**src/rtl/throughout_gen_pkg.sv**
```systemverilog
// Shared types and constants for the guarded-event stimulus generator.
package throughout_gen_pkg;

    localparam int LEAD_W_DEF = 4;
    localparam int LEN_W_DEF  = 4;

    typedef enum logic [1:0] {
        IDLE  = 2'd0,
        LEAD  = 2'd1,
        EVENT = 2'd2,
        DONE  = 2'd3
    } gen_state_e;

    localparam logic [1:0] SEL_NONE  = 2'b00;
    localparam logic [1:0] SEL_BUS   = 2'b01;
    localparam logic [1:0] SEL_TRAIN = 2'b10;
    localparam logic [1:0] SEL_BOTH  = 2'b11;

endpackage

```
**src/rtl/tg_cycle_counter.sv**
```systemverilog
// Loadable down-counter; tc flags the last cycle of a loaded interval (count == 1).
module tg_cycle_counter #(
    parameter int W = 4
) (
    input  logic         clk,
    input  logic         rst_n,
    input  logic         load,
    input  logic [W-1:0] load_val,
    output logic         tc
);

    logic [W-1:0] cnt;

    // Parks at zero once an interval has elapsed, so it can never wrap.
    always_ff @(posedge clk or negedge rst_n) begin
        if (!rst_n) begin
            cnt <= '0;
        end else if (load) begin
            cnt <= load_val;
        end else if (cnt != '0) begin
            cnt <= cnt - W'(1);
        end
    end

    assign tc = (cnt == W'(1));

endmodule

```
**src/rtl/throughout_seq_gen.sv**
```systemverilog
// Guard/event window generator for throughout-style assertion stimulus.
// Optional macro THROUGHOUT_ERR_INJ_EN adds cmd_inj to drop the guard in the last event cycle.
//
//   state | meaning
//   IDLE  | ready for a command, all lines low
//   LEAD  | guard high, events low, counting lead cycles
//   EVENT | guard high, selected events high, counting len' cycles
//   DONE  | one-cycle done pulse, not ready
module throughout_seq_gen
    import throughout_gen_pkg::*;
#(
    parameter int LEAD_W = LEAD_W_DEF,
    parameter int LEN_W  = LEN_W_DEF
) (
    input  logic              clk,
    input  logic              rst_n,
    input  logic              cmd_valid,
    output logic              cmd_ready,
    input  logic [1:0]        cmd_sel,
    input  logic [LEAD_W-1:0] cmd_lead,
    input  logic [LEN_W-1:0]  cmd_len,
`ifdef THROUGHOUT_ERR_INJ_EN
    input  logic              cmd_inj,
`endif
    output logic              transport,
    output logic              bus,
    output logic              train,
    output logic              busy,
    output logic              done
);

    localparam int CNT_W = (LEAD_W > LEN_W) ? LEAD_W : LEN_W;

    gen_state_e       state_q, state_d;
    logic [1:0]       sel_q;
    logic [LEN_W-1:0] len_q;
    logic [LEN_W-1:0] len_eff;
    logic             fire;
    logic             cnt_load;
    logic [CNT_W-1:0] cnt_val;
    logic             cnt_tc;
    logic             inj_drop;

    assign fire    = cmd_valid && (state_q == IDLE);
    assign len_eff = (cmd_len == '0) ? LEN_W'(1) : cmd_len;

    tg_cycle_counter #(.W(CNT_W)) u_cnt (
        .clk      (clk),
        .rst_n    (rst_n),
        .load     (cnt_load),
        .load_val (cnt_val),
        .tc       (cnt_tc)
    );

    always_ff @(posedge clk or negedge rst_n) begin
        if (!rst_n) begin
            state_q <= IDLE;
            sel_q   <= SEL_NONE;
            len_q   <= '0;
        end else begin
            state_q <= state_d;
            if (fire) begin
                sel_q <= cmd_sel;
                len_q <= len_eff;
            end
        end
    end

`ifdef THROUGHOUT_ERR_INJ_EN
    logic inj_q;

    always_ff @(posedge clk or negedge rst_n) begin
        if (!rst_n) begin
            inj_q <= 1'b0;
        end else if (fire) begin
            inj_q <= cmd_inj;
        end
    end

    assign inj_drop = inj_q && cnt_tc;
`else
    assign inj_drop = 1'b0;
`endif

    // Counter is only ever loaded on entry to LEAD or EVENT.
    always_comb begin
        state_d  = state_q;
        cnt_load = 1'b0;
        cnt_val  = '0;
        case (state_q)
            IDLE: begin
                if (fire) begin
                    cnt_load = 1'b1;
                    if (cmd_lead != '0) begin
                        state_d = LEAD;
                        cnt_val = CNT_W'(cmd_lead);
                    end else begin
                        state_d = EVENT;
                        cnt_val = CNT_W'(len_eff);
                    end
                end
            end
            LEAD: begin
                if (cnt_tc) begin
                    state_d  = EVENT;
                    cnt_load = 1'b1;
                    cnt_val  = CNT_W'(len_q);
                end
            end
            EVENT: begin
                if (cnt_tc) begin
                    state_d = DONE;
                end
            end
            DONE:    state_d = IDLE;
            default: state_d = IDLE;
        endcase
    end

    always_comb begin
        cmd_ready = (state_q == IDLE);
        busy      = (state_q != IDLE);
        done      = (state_q == DONE);
        transport = (state_q == LEAD) || ((state_q == EVENT) && !inj_drop);
        bus       = (state_q == EVENT) && ((sel_q == SEL_BUS) || (sel_q == SEL_BOTH));
        train     = (state_q == EVENT) && ((sel_q == SEL_TRAIN) || (sel_q == SEL_BOTH));
    end

endmodule

```
**config.mk**
```make
export PLATFORM = sky130hd
export DESIGN_NAME = throughout_seq_gen
export DESIGN_NICKNAME = d
export VERILOG_FILES = /design/src/rtl/throughout_gen_pkg.sv /design/src/rtl/tg_cycle_counter.sv /design/src/rtl/throughout_seq_gen.sv
export SDC_FILE = /design/constraint.sdc
export NUM_CORES = 1
export LEC_CHECK = 0
export ABC_AREA = 1
export BUFFER_PORTS_ARGS = -buffer_cell sky130_fd_sc_hd__buf_2
export CAP_MARGIN = 40
export CORE_MARGIN = 8
export CORE_UTILIZATION = 45
export DETAILED_ROUTE_END_ITERATION = 10
export PLACE_DENSITY = 0.82
export RECOVER_POWER = 25
export SLEW_MARGIN = 20
export SYNTH_ARGS = -nofsm -noshare
export SYNTH_HDL_FRONTEND = slang
export SYNTH_SLANG_ARGS = --single-unit
```
**constraint.sdc**
```tcl
create_clock -name clk -period 1.3 [get_ports clk]
set_input_delay 0.065 -clock clk [delete_from_list [all_inputs] [get_ports clk]]
set_output_delay 0.065 -clock clk [all_outputs]
set_load 0.02 [all_outputs]
```
==> results.md, run 1 <==
* PortBufs at 18
* Worst setup SP type: flip-flop
* Area overhead of the layout relative to synthesis at 43.1%
* Outcome: finished with violations
* Clock tree from TritonCTS: built
* Row count at 15
* Arr. time, crit path at 1.27 ns
* Clock skew at 0.00641 ns
* Max-slew headroom at the worst pin at 56.1%
* Unrepaired setup endpoints after global routing: yes
* Starting DRC count in detailed routing at 20
* Total gr overflow at 0
* Flop2flop setup slack at -0.02 ns
* Vias after detailed routing at 872
* Most common library cell in the layout ignoring fill and taps: sky130_fd_sc_hd__nand2_1
* Yosys cell types at 22
* Max-slew violation total from the final report at 0
* Global-route wire length before repair at 3550 um
* Die span in x at 59.6 um
* Total global routing track utilization at 13.0%
* Effective utilization at floorplan at 48.6%
* Worst flop-to-flop path startpoint: state_q[0]
* Filler instances at 141
* Fin worst setup slack at -0.0333 ns
* Commonest cells after routing, fill and taps aside: sky130_fd_sc_hd__nand2_1 (31), sky130_fd_sc_hd__buf_2 (12), sky130_fd_sc_hd__dfrtp_1 (12), sky130_fd_sc_hd__buf_4 (12), sky130_fd_sc_hd__inv_1 (10)
* Required time at the worst-slack endpoint at 1.24 ns
* Die height at 59.6 um
* Sort of element at the end of the critical path: output port
* Number of endpoints failing setup at the final stage at 4
* Hold_sp: cmd_sel[0]
* Largest net degree at the start of global routing at 13
* Total power divided by cell area at 2450 nW/um^2
* Share of layout cells above drive strength 1 at 40.9%
* Via count of the first global-routing pass at 884
* Syn_area_per_cell at 7.52 um^2
* Number of inserted diodes at 0
* Final estimated routing congestion in global placement at 0.763
* Class of the worst hold path: input port to flip-flop
* CTS Root Cell: sky130_fd_sc_hd__clkbuf_4
* Final hold violation count at 1
* Maximum buffer depth of the clock tree at 2
* Synthesized netlist cell count at 114
* Pre-CTS worst setup slack at -0.0284 ns
* Antenna violations before repair at 0
* Synth Net Count at 135
* Peak fanout along the critical path at 3
* Violated checks: hold timing, setup timing
* Final critical path time including I/O delays and setup at 1.33 ns
* Count of cells along the worst hold path at 3
* First-pass DRT Iterations at 4
* Endpoint of the lowest-slack register-to-register path: u_cnt.cnt[0]
* DRC at 0
* Fin crit share at 103%
* Final-stage net count at 172
* Wirelength per Cell at 12.6 um
* Sequential fraction of the synthesis area at 35.0%
* Cell area after technology mapping at 857 um^2
* Routed wire length at 2190 um
* Number of top-level pins at 19
* Remaining antenna violation count at 0
* Worst reg2reg path depth at 9
* Via-to-Cell Ratio at 5.01
* Die area at 3560 um^2
* Post-synthesis sequential element count at 12
* Insertion delay to the later sink of the worst-skew pair at 0.28 ns
* Number of clock sinks seen by CTS at 12
* Floorplan Core Area at 1760 um^2
* Static power due to leakage at 0.000646 uW
* Worst IR drop on VDD at 0.00206 V
* Count of yosys warnings during synthesis at 0
* Clock slew seen by the registers of the worst setup and hold paths at 0.07 ns
* Reported max-cap violation count at 0
* Critical path class: flip-flop to output port
* Hold-critical path endpoint: sel_q[0]
* Total CTS buffers at 3
* Level count of the clock H-tree at 1
* FMAX at 750 MHz
* Final HPWL DP at 1570 um
* Transition time of the tightest slew-check pin at 0.659 ns
* Worst hold margin at -0.00270 ns
==> kinds of logic after synthesis <==
family	synth area share, %
xor gates and xnor gates	1.02
adders and majority gates	11.7
and+or+nand+nor	33.4
buffers and inverters	9.34
DFF	35.0
AOI/OAI and AO/OA	9.49
==> repair_timing <==
action,CTS,global route
pin swaps,0,7
hold buffers,2,0
gates cloned,0,0
gates resized for setup,11,21
endpoints found under the hold margin,13,0
buffers inserted,1,1
endpoints found under the setup margin,11,15
==> metrics by stage <==
| step | std cells | TNS (ns) | total power, uW | cell area [um^2] | util [%] |
|---|---|---|---|---|---|
| after floorplan | 114 | 0 | 1820 | 870 | - |
| after global placement | 167 | -0.00637 | 2260 | 1070 | 60.4 |
| after detailed placement | 167 | -0.0636 | 2330 | 1070 | 60.4 |
| after CTS | 173 | -0.0424 | 2730 | 1150 | 65.0 |
| after global routing | 174 | -0.703 | 3240 | 1230 | 69.5 |
| final | 174 | -0.0991 | 3000 | 1230 | 69.5 |
==> area by class of cell <==
| class | count | area, um^2 | area share [%] |
|---|---|---|---|
| multi-input combinational | 82 | 556 | 45.3 |
| timing repair buffer | 33 | 241 | 19.7 |
| inverter | 19 | 75.1 | 6.12 |
| tap | 25 | 31.3 | 2.55 |
| clock buffer | 3 | 22.5 | 1.84 |
| sequential | 12 | 300 | 24.5 |
==> critical path: stages, from the launching register on <==
cell	delay (ns)
sky130_fd_sc_hd__dfrtp_1	0.39
sky130_fd_sc_hd__inv_2	0.08
sky130_fd_sc_hd__buf_4	0.15
sky130_fd_sc_hd__ha_4	0.26
sky130_fd_sc_hd__buf_6	0.11
==> where the power goes <==
part	switching (uW)	internal [uW]	total, uW
clock network	118	108	225
registers	148	566	714
logic	1100	964	2070
==> how the worst max path moves through the flow <==
stage	from	end	slack [ns]	cells after the start
floorplan	state_q[1]	u_cnt.cnt[2]	0.003	8
global placement	state_q[0]	u_cnt.cnt[2]	-0.006	8
detailed placement	state_q[1]	u_cnt.cnt[1]	-0.03	7
CTS	state_q[0]	bus	-0.02	5
global route	state_q[0]	u_cnt.cnt[0]	-0.1	9
finish	state_q[0]	transport	-0.03	4
==> metal layers <==
layer	vias up	share of wire, %	global-route usage [%]
li1	428	-	-
met1	407	40	13.4
met4	0	2.5	8.50
met5	-	0	0
met3	4	5.9	2.60
met2	33	52	23.1
==> state kept, by name, indices dropped and copies added, names as in the netlist <==
| name | cells |
|---|---|
| state_q | 2 |
| sel_q | 2 |
| u_cnt.cnt | 4 |
| len_q | 4 |
==> cells in the mapped netlist, drive strengths merged <==
master  instances  share of area (%)
nand3           8                6.1
nor2           10                5.8
dfrtp          12                 35
a21oi           3                2.2
buf             1               0.88
nand2          37                 17
clkinv          1               0.58
o21ai           9                6.6
nand4           2                1.5
ha              8                 12
a31oi           1               0.73
inv            18                7.9
nand3b          3                2.6
xnor2           1                1.0
No activity file was read; power rests on OpenSTA's default activity.
==> run 2, diff against run 1 <==
Settings changed: ABC_AREA 1 to default, TNS_END_PERCENT from default to 20.
==> run 2 against run 1 <==
  * The flow finishes with violations (setup timing)
  * Combinational power hardly changed
  * Synthesized cell count decreased by 32%
  * Clock power is 41% higher
  * Worst hold slack gained 0.0070 ns
  * Final cell count is 21% lower
  * First-iteration DRC count down 50%
  * Flip-flop and latch count unchanged
  * Count of clock-buffer cells in the layout grew 1
  * Cell area down 1.6%
  * Synthesized area fell by 2.0%
  * Routed wire length down 11%
  * Largest cell class unchanged
  * Highest routed layer unchanged
==> results.md, run 2 <==
* Static power due to leakage at 0.000553 uW (-14%)
* Final core utilization at 69.1% (-0.40 points)
* Transition time of the tightest slew-check pin at 0.659 ns (-0.000282 ns)
* Commonest cells after routing, fill and taps aside: sky130_fd_sc_hd__buf_4 (15), sky130_fd_sc_hd__buf_2 (13), sky130_fd_sc_hd__dfrtp_1 (12)
* Number of inserted diodes at 0 (unchanged)
* Flop2flop setup slack at -0.10 ns (-0.08 ns)
* Clock skew at 0.00526 ns (-0.00115 ns)
* CTS Root Cell: sky130_fd_sc_hd__clkbuf_4
* Total negative setup slack at -0.831 ns (-0.732 ns)
* Post-synthesis sequential element count at 12 (unchanged)
* Worst setup SP type: flip-flop
* Vias after detailed routing at 714 (-18%)
* Main flop type after synthesis: sky130_fd_sc_hd__dfrtp_1
* Final estimated routing congestion in global placement at 0.813 (+6.5%)
* Global-route wire length before repair at 3390 um (-4.3%)
* Yosys cell types at 29 (+32%)
* Worst reg2reg path depth at 5 (-4)
* Worst flop-to-flop path startpoint: u_cnt.cnt[1]
* Leading area contributor after synthesis: sky130_fd_sc_hd__dfrtp_1
* Die height at 59.2 um (-0.75%)
* Final hold violation count at 0 (-1)
* Outcome: finished with violations
* Effective utilization at floorplan at 48.1% (-0.48 points)
* Final-stage net count at 135 (-22%)
* Routed wire length at 1960 um (-11%)
* Class of the worst hold path: input port to flip-flop
* Via-to-Cell Ratio at 5.17 (+3.2%)
* Floorplan Core Area at 1750 um^2 (-1.1%)
* Share of layout cells above drive strength 1 at 54.9% (+14 points)
* Final critical path time including I/O delays and setup at 1.40 ns (+0.0715 ns)
* Most common library cell in the layout ignoring fill and taps: sky130_fd_sc_hd__buf_4
* Total power divided by cell area at 2590 nW/um^2 (+5.6%)
* Leading cell type by number of instances after synthesis: sky130_fd_sc_hd__dfrtp_1
* Reported max-cap violation count at 0 (unchanged)
* Clock tree from TritonCTS: built
* Final HPWL DP at 1540 um (-1.6%)
* Endpoint of the lowest-slack register-to-register path: u_cnt.cnt[3]
* Area overhead of the layout relative to synthesis at 43.7%
* Total gr overflow at 0 (unchanged)
* Area taken by multi-input logic gates at 584 um^2 (+5.2%)
* Row count at 15 (unchanged)
* Synthesized netlist cell count at 77 (-32%)
* Synth top area cells: sky130_fd_sc_hd__dfrtp_1 (36%), sky130_fd_sc_hd__ha_1 (12%), sky130_fd_sc_hd__mux2_2 (6.7%), sky130_fd_sc_hd__o221ai_2 (3.6%), sky130_fd_sc_hd__inv_1 (3.1%)
* Insertion delay to the later sink of the worst-skew pair at 0.29 ns (about the same)
* Total global routing track utilization at 12.5% (-0.47 points)
* Registers with the most flip-flops: len_q x4, u_cnt.cnt x4
* Starting DRC count in detailed routing at 10 (-50%)
* Max-slew violation total from the final report at 0 (unchanged)
* FMAX at 712 MHz (-5.1%)
* Required time at the worst-slack endpoint at 1.47 ns (+0.23 ns)
* Worst IR drop on VDD at 0.00198 V (-3.8%)
* Maximum buffer depth of the clock tree at 2 (unchanged)
* Largest net degree at the start of global routing at 13 (unchanged)
* Via count of the first global-routing pass at 816 (-7.7%)
* DRC at 0 (unchanged)
* Wirelength per Cell at 14.2 um (+13%)
* Clock slew seen by the registers of the worst setup and hold paths at 0.09 ns (+0.02 ns)
* Count of cells along the worst hold path at 2 (-1)
* Critical path class: flip-flop to flip-flop
* Die span in x at 59.2 um (-0.75%)
* Hold_sp: cmd_sel[0]
* Violated checks: setup timing
* Peak fanout along the critical path at 4 (+1)
* Synth Net Count at 98 (-27%)
* Number of clock sinks seen by CTS at 12 (unchanged)
* Area taken by flip-flops and latches at 300 um^2 (unchanged)
* Max-slew headroom at the worst pin at 56.1% (about the same)
* Area fraction of the dominant cell type after synthesis at 35.8% (+0.73 points)
* Arr. time, crit path at 1.58 ns (+0.31 ns)
* Unrepaired setup endpoints after global routing: yes
* Filler instances at 125 (-11%)
* Fin crit share at 108% (+5.5 points)
* Count of flip-flops with a built-in enable after synthesis at 0 (unchanged)
* Antenna violations before repair at 0 (unchanged)
* Post-synthesis async set-or-reset flop share at 100% (unchanged)
* Level count of the clock H-tree at 1 (unchanged)
* PortBufs at 18 (unchanged)
* Die area at 3500 um^2 (-1.5%)
* Fin worst setup slack at -0.105 ns (-0.0715 ns)
* Number of top-level pins at 19 (unchanged)
* Sort of element at the end of the critical path: flip-flop
* Sequential fraction of the synthesis area at 35.8% (+0.73 points)
* Cell area after technology mapping at 840 um^2 (-2.0%)
* Remaining antenna violation count at 0 (unchanged)
* First-pass DRT Iterations at 4 (unchanged)
* Count of yosys warnings during synthesis at 0 (unchanged)
* Number of endpoints failing setup at the final stage at 10 (+6)
* Total CTS buffers at 3 (unchanged)
* Most used standard cells in the synthesized netlist: sky130_fd_sc_hd__dfrtp_1 (12), sky130_fd_sc_hd__ha_1 (8), sky130_fd_sc_hd__inv_1 (7)
* Hold-critical path endpoint: sel_q[0]
* Syn_area_per_cell at 10.9 um^2 (+45%)
run 2: cell count changes in the layout (fill, tap and decap cells not counted), moves of 4 or more:
| cell | previous run | this run |
|---|---|---|
| sky130_fd_sc_hd__nand2_2 | 5 | 0 |
| sky130_fd_sc_hd__inv_1 | 10 | 2 |
| sky130_fd_sc_hd__o21ai_1 | 4 | 0 |
| sky130_fd_sc_hd__mux2_2 | 0 | 5 |
| sky130_fd_sc_hd__nand2_1 | 31 | 4 |
| sky130_fd_sc_hd__nand3_1 | 7 | 0 |
run 2: timing repair:
item,4_1_cts,5_1_grt
hold buffers,1,0
endpoints found under the hold margin,12,0
setup endpoints to repair,14,17
resized for setup,12,1
buffers inserted,2,0
run 2: how the worst max path moves through the flow:
stage               slack [ns]          from            to
floorplan                -0.06  u_cnt.cnt[0]  u_cnt.cnt[1]
global placement         -0.07  u_cnt.cnt[1]    state_q[0]
detailed placement       -0.11    state_q[0]    state_q[0]
CTS                      -0.11  u_cnt.cnt[1]    state_q[0]
global route             -0.19  u_cnt.cnt[1]  u_cnt.cnt[3]
finish                   -0.10  u_cnt.cnt[1]  u_cnt.cnt[3]
run 2: metal layers:
metal	track usage, %	part of all wire, %	up-vias
li1	-	-	349
met2	22.5	50	23
met1	13.3	44	338
met5	0	0	-
met3	2.82	4.2	4
met4	6.14	1.7	0
run 2: where the power goes:
part / leakage (uW) / switching (uW) / internal [uW]
logic: 0.000389 / 906 / 1140
registers: 0.000144 / 187 / 570
clock network: 0.0000210 / 146 / 171
total: 0.000553 / 1240 / 1880
run 2: kinds of logic after synthesis:
family	after synthesis	synth area share, %
compound gates	15	17.0
xor+xnor	1	1.04
fa+ha+maj	8	11.9
buf+inv	8	3.73
flops	12	35.8
mux	9	12.2
simple gates	24	18.3
run 2: through the flow:
step	area [um^2]	total power, uW	setup slack, ns	cells	hold slack [ns]
final	1210	3120	-0.105	138	0.00432
after global routing	1210	3340	-0.191	138	0.00699
after CTS	1200	3120	-0.114	138	0.00305
after detailed placement	1090	2630	-0.110	131	-0.0407
after global placement	1090	2540	-0.0693	131	-0.0428
after floorplan	893	2060	-0.0613	77	-0.231
run 2: area by class of cell:
type,count,area share (%)
Multi-Input combinational cell,57,48.4
Sequential cell,12,24.9
Timing Repair Buffer,33,18.7
Clock buffer,4,3.01
Tap cell,25,2.59
Inverter,7,2.39
run 2: worst max-delay path: stages, from the launching register on:
cell and delay [ns]:
sky130_fd_sc_hd__dfrtp_1 0.39, sky130_fd_sc_hd__inv_2 0.09, sky130_fd_sc_hd__ha_1 0.16, sky130_fd_sc_hd__nor4bb_4 0.37
sky130_fd_sc_hd__a21o_4 0.17, sky130_fd_sc_hd__o221ai_2 0.10
